--- src/rtl/viterbi_pkg.sv ---
// Shared constants and trellis helpers for the 4-state K=3 (7,5) hard-decision Viterbi datapath.
package viterbi_pkg;

  localparam int NUM_STATES = 4;
  localparam int DEF_PM_W   = 3;
  localparam logic [DEF_PM_W-1:0] PM_MAX = {DEF_PM_W{1'b1}};
  localparam logic [2:0] G0 = 3'b111;
  localparam logic [2:0] G1 = 3'b101;

  // Encoder register is {u, s[1], s[0]}; each output is the parity of its tapped bits.
  function automatic logic [1:0] branch_out(input logic [1:0] s, input logic u);
    logic [2:0] r;
    r = {u, s};
    return {^(r & G0), ^(r & G1)};
  endfunction

  function automatic logic [1:0] hamming2(input logic [1:0] a, input logic [1:0] b);
    logic [1:0] x;
    x = a ^ b;
    return {1'b0, x[1]} + {1'b0, x[0]};
  endfunction

endpackage

--- src/rtl/pm_compare.sv ---
// Borrow-based two-way metric compare: picks b only when it is strictly smaller than a.
module pm_compare #(
  parameter int PM_W = 3
) (
  input  logic [PM_W-1:0] a_i,
  input  logic [PM_W-1:0] b_i,
  output logic            sel_o,
  output logic [PM_W-1:0] min_o
);

  logic [PM_W:0] diff_s;

  assign diff_s = {1'b0, a_i} - {1'b0, b_i};
  // No borrow and a nonzero difference means b < a; equality keeps a.
  assign sel_o  = !diff_s[PM_W] && (diff_s[PM_W-1:0] != {PM_W{1'b0}});
  assign min_o  = sel_o ? b_i : a_i;

endmodule

--- src/rtl/viterbi_acs_pm_unit.sv ---
// Add-compare-select and normalised path-metric registers for the 4-state (7,5) Viterbi decoder.
module viterbi_acs_pm_unit
  import viterbi_pkg::*;
#(
  parameter int PM_W  = DEF_PM_W,
  parameter int CNT_W = 8
) (
  input  logic             clk,
  input  logic             rst_n,
  input  logic             start,
  input  logic             in_valid,
  output logic             in_ready,
  input  logic [1:0]       rx_sym,
  output logic             out_valid,
  input  logic             out_ready,
  output logic [3:0]       dec,
  output logic [1:0]       best_state,
  output logic [CNT_W-1:0] sym_cnt
);

  localparam logic [PM_W-1:0] PM_SAT = {PM_W{1'b1}};
  localparam logic [NUM_STATES-1:0][PM_W-1:0] PM_INIT = {PM_SAT, PM_SAT, PM_SAT, {PM_W{1'b0}}};

  logic [NUM_STATES-1:0][PM_W-1:0] pm_q, pm_d;
  logic [NUM_STATES-1:0]           dec_q, dec_d;
  logic [1:0]                      best_q, best_d;
  logic                            out_valid_q, out_valid_d;
  logic [CNT_W-1:0]                sym_cnt_q, sym_cnt_d;

  logic [PM_W-1:0]       cand0_s   [NUM_STATES];
  logic [PM_W-1:0]       cand1_s   [NUM_STATES];
  logic [PM_W-1:0]       sel_pm_s  [NUM_STATES];
  logic [PM_W-1:0]       pm_norm_s [NUM_STATES];
  logic [NUM_STATES-1:0] sel_s;
  logic [PM_W-1:0]       min01_s, min23_s, min_s;
  logic                  sel01_s, sel23_s, sel_all_s;
  logic [1:0]            best_s;
  logic                  accept_s;

  genvar g;
  generate
    for (g = 0; g < NUM_STATES; g++) begin : g_acs
      // Next state {u,a} is reached from {a,0} and {a,1} with input u.
      localparam logic [1:0] NS = 2'(g);
      localparam logic [1:0] P0 = {NS[0], 1'b0};
      localparam logic [1:0] P1 = {NS[0], 1'b1};

      logic [1:0]    bm0_s, bm1_s;
      logic [PM_W:0] sum0_s, sum1_s;

      assign bm0_s  = hamming2(rx_sym, branch_out(P0, NS[1]));
      assign bm1_s  = hamming2(rx_sym, branch_out(P1, NS[1]));
      assign sum0_s = {1'b0, pm_q[P0]} + {{(PM_W-1){1'b0}}, bm0_s};
      assign sum1_s = {1'b0, pm_q[P1]} + {{(PM_W-1){1'b0}}, bm1_s};
      assign cand0_s[g] = sum0_s[PM_W] ? PM_SAT : sum0_s[PM_W-1:0];
      assign cand1_s[g] = sum1_s[PM_W] ? PM_SAT : sum1_s[PM_W-1:0];

      pm_compare #(.PM_W(PM_W)) u_sel (
        .a_i   (cand0_s[g]),
        .b_i   (cand1_s[g]),
        .sel_o (sel_s[g]),
        .min_o (sel_pm_s[g])
      );

      assign pm_norm_s[g] = sel_pm_s[g] - min_s;
    end
  endgenerate

  pm_compare #(.PM_W(PM_W)) u_min01 (
    .a_i   (sel_pm_s[0]),
    .b_i   (sel_pm_s[1]),
    .sel_o (sel01_s),
    .min_o (min01_s)
  );

  pm_compare #(.PM_W(PM_W)) u_min23 (
    .a_i   (sel_pm_s[2]),
    .b_i   (sel_pm_s[3]),
    .sel_o (sel23_s),
    .min_o (min23_s)
  );

  pm_compare #(.PM_W(PM_W)) u_min_all (
    .a_i   (min01_s),
    .b_i   (min23_s),
    .sel_o (sel_all_s),
    .min_o (min_s)
  );

  // Every stage of the min tree keeps the lower index on ties, so this is the first zero state.
  assign best_s   = {sel_all_s, (sel_all_s ? sel23_s : sel01_s)};
  assign in_ready = !start && (!out_valid_q || out_ready);
  assign accept_s = in_valid && in_ready;

  // Next-state: start wins, then an accepted beat, then output drain.
  always_comb begin
    pm_d        = pm_q;
    dec_d       = dec_q;
    best_d      = best_q;
    out_valid_d = out_valid_q;
    sym_cnt_d   = sym_cnt_q;
    if (start) begin
      pm_d        = PM_INIT;
      sym_cnt_d   = {CNT_W{1'b0}};
      out_valid_d = 1'b0;
    end else if (accept_s) begin
      for (int i = 0; i < NUM_STATES; i++) begin
        pm_d[i] = pm_norm_s[i];
      end
      dec_d       = sel_s;
      best_d      = best_s;
      out_valid_d = 1'b1;
      if (sym_cnt_q != {CNT_W{1'b1}}) begin
        sym_cnt_d = sym_cnt_q + {{(CNT_W-1){1'b0}}, 1'b1};
      end else begin
        sym_cnt_d = sym_cnt_q;
      end
    end else if (out_ready) begin
      out_valid_d = 1'b0;
    end else begin
      out_valid_d = out_valid_q;
    end
  end

  // State registers.
  always_ff @(posedge clk or negedge rst_n) begin
    if (!rst_n) begin
      pm_q        <= PM_INIT;
      dec_q       <= {NUM_STATES{1'b0}};
      best_q      <= 2'd0;
      out_valid_q <= 1'b0;
      sym_cnt_q   <= {CNT_W{1'b0}};
    end else begin
      pm_q        <= pm_d;
      dec_q       <= dec_d;
      best_q      <= best_d;
      out_valid_q <= out_valid_d;
      sym_cnt_q   <= sym_cnt_d;
    end
  end

  assign out_valid  = out_valid_q;
  assign dec        = dec_q;
  assign best_state = best_q;
  assign sym_cnt    = sym_cnt_q;

endmodule
--- config.mk ---
export PLATFORM = sky130hd
export DESIGN_NAME = viterbi_acs_pm_unit
export DESIGN_NICKNAME = d
export VERILOG_FILES = /design/src/rtl/viterbi_pkg.sv /design/src/rtl/pm_compare.sv /design/src/rtl/viterbi_acs_pm_unit.sv
export SDC_FILE = /design/constraint.sdc
export NUM_CORES = 1
export LEC_CHECK = 0
export ABC_AREA = 1
export CAP_MARGIN = 10
export CORE_MARGIN = 4
export CORE_UTILIZATION = 28
export DETAILED_ROUTE_END_ITERATION = 8
export PLACE_DENSITY = 0.55
export SYNTH_ARGS = -nofsm -noshare
export SYNTH_HDL_FRONTEND = slang
export SYNTH_SLANG_ARGS = --single-unit
export TNS_END_PERCENT = 100
--- constraint.sdc ---
create_clock -name clk -period 6.75 [get_ports clk]
set_input_delay 1.35 -clock clk [delete_from_list [all_inputs] [get_ports clk]]
set_output_delay 1.35 -clock clk [all_outputs]
set_load 0.01 [all_outputs]
==> results.toml <==
[outcome]
outcome = "finished with violations"
violations = "negative setup slack"

[place]
gp_congestion = 0.845
port_buffers = 22
dpl-instance-area_sq_um = 4280
hpwlAfterDp_um = 7070

[synthesis]
yosys.area.top_type = "nand2_1"
ys_warn_count = 0
synth_seq_area_share_pct = 21.5
ys.flop_type = "dfrtp_1"
synth.most_common_cell = "nand2_1"
synth_cell_type_count = 33
synth_common_cells = "153 x nand2_1, 78 x inv_1, 50 x nand3_1"
synth.avg_cell_area_sq_um = 6.77
synth_seq_cells = 27
synth_top_area_share_pct = 18.0
async_reset_ff_share_pct = 100
synth_cells = 471
ys_top_cells_by_area = "nand2_1 18%, ha_1 16%, dfrtp_1 14%"
syn-cell-area_sq_um = 3190
syn_nets = 531
synth_edf_count = 0

[grt]
grt_pass1_vias = 3268
grt_usage_pct = 13.9
grt_overflow = 0
grt_start_max_net_pins = 28
grt_pass1_wl_um = 15200
antenna_found_initial = 0

[clocking]
clkTransAtPathRegs_ns = 0.07
root_buffer = "clkbuf_16"
numCtsBuffers = 3
cts.sinks = 27
htreeDepth = 1
insertion_delay_ns = 0.27
clk_path_buf_depth = 2
cts_tree = "done"

[finish]
final_area_sq_um = 4760
area_growth_pct = 49.2
final_net_count = 663
n_fill_cell = 1092
drive_above_1_share_pct = 32.9
final_util_pct = 43.3
num_antenna_cells = 0

[critical_path]
slowest_stage = "fa_2"
startpoint_type = "primary input"
critPathRequiredTime_ns = 6.96
endpoint_kind = "flop"
rrSetupSlack_ns = 0.74
crit_family = "adder cells"
worstPathMaxFanout = 5
worstReg2RegStart = "pm_q[7]$_DFFE_PN1P_"
cp.arrival_ns = 7.16
critPathBufInv = 11
worstSetupStartpoint = "rx_sym[0]"
crit_path_max_incr_delay_ns = 0.52
crit_type = "primary input to flop"

[min_path]
hp-class = "flop to flop"
min-delay-start = "best_state[0]$_DFFE_PN0P_"

[sta]
slew_headroom_pct = 70.6
max_slew.worst_pin.slew_ns = 0.440
setup_viol = 5
grt_setup_unrepaired = "yes"
finClkSkew_ns = 0.00354
finalCritPeriodShare_pct = 103
min_period_ns = 6.95
finalMaxSlewViolations = 0
fmax_ghz = 0.144
hold_viol = 0
setup_slack_ns = -0.202

[job]
cap_violations = 0

[drt]
drt_wl_total_um = 9090
drc = 0
antenna_left = 0
dr.pass1.iters = 4
viasPerCell = 4.43
wl_per_cell_um = 12.2
drtIter0Drc = 103
vias = 3284

[floorplan]
die_area_sq_um = 13200
die_h_um = 115
core_region_area_sq_um = 11000
num_io_pins = 23
num_rows = 38
die_w_um = 115
initial_core_util_pct = 29.0
## worst paths after layout
path | to | depth (start not counted)
max | pm_q[5]$_DFFE_PN1P_ | 44
min | best_state[0]$_DFFE_PN0P_ | 2
max reg2reg | pm_q[5]$_DFFE_PN1P_ | 40
min reg2reg | best_state[0]$_DFFE_PN0P_ | 2
max in group asynchronous | pm_q[5]$_DFFE_PN1P_ | 2
min in group asynchronous | sym_cnt[7]$_DFFE_PN0P_ | 2
## through the flow
| stage | std cells | worst slack (ns) | TNS (ns) | hold WS, ns |
|---|---|---|---|---|
| after floorplan | 471 | -0.0552 | -0.213 | 0.487 |
| after global placement | 719 | -0.792 | -6.69 | 0.476 |
| after detailed placement | 719 | -1.00 | -9.36 | 0.468 |
| after CTS | 738 | -0.157 | -0.606 | 0.495 |
| after global routing | 742 | -0.522 | -3.05 | 0.524 |
| final | 742 | -0.202 | -0.757 | 0.492 |
## flip-flops by register name (all words and copies together) (netlist names)
name        flops
out_valid       1
pm_q           12
best_state      2
sym_cnt         8
dec             4
## metal layers
layer	routed length, um	share of wire (%)	global-route usage (%)
met3	131	1.4	0.687
met2	4340	48	24.4
met1	4380	48	18.9
met5	0	0	0
met4	227	2.5	3.52
## final cells by class
type | instances | area [sq um] | share of cell area [%]
well taps | 140 | 175 | 3.68
repair buffers | 130 | 1050 | 22.1
flip-flops and latches | 27 | 687 | 14.4
multi-input cells | 356 | 2440 | 51.2
inverters | 85 | 327 | 6.86
clock buffers | 4 | 78.8 | 1.66
## worst reg2reg max path: cells and delay by family (launching register included)
family	cells	cell delay, ns
multiplexers	1	0.28
flip-flops	1	0.60
AND/OR/NAND/NOR	21	1.87
adder cells (fa/ha/maj)	8	2.59
buffers and inverters	8	0.42
AO/OA/AOI/OAI	2	0.16
## placed cells by master, fill, tap and decap left out, types with 12 or more instances in the layout
master             n
a21oi_1           20
dfrtp_1           18
nand2_2           12
inv_2             15
nand3_1           41
buf_4            106
nor2_1            22
ha_1              31
o21ai_0           12
nand2_1          139
clkdlybuf4s50_1   20
inv_1             67
## repair_timing
action / in CTS / in global routing
buffers inserted: 15 / 4
setup endpoints to repair: 12 / 9
pin swaps: 24 / 31
endpoints found under the hold margin: 0 / 0
hold buffers: 0 / 0
gates resized for setup: 40 / 34
## cell families (layout without fill, tap and decap cells)
family / Yosys count / after routing / synth area share, %
XOR/XNOR: 10 / 10 / 2.75
AO/OA/AOI/OAI: 49 / 49 / 8.52
flip-flops: 27 / 27 / 21.5
multiplexers: 1 / 1 / 0.314
buffers and inverters: 88 / 219 / 10.7
adder cells (fa/ha/maj): 53 / 53 / 23.4
AND/OR/NAND/NOR: 243 / 243 / 32.8
Power is left out: the tool's default activity adds up to more than one toggle a clock period on the data nets, which glitch-free logic cannot reach.
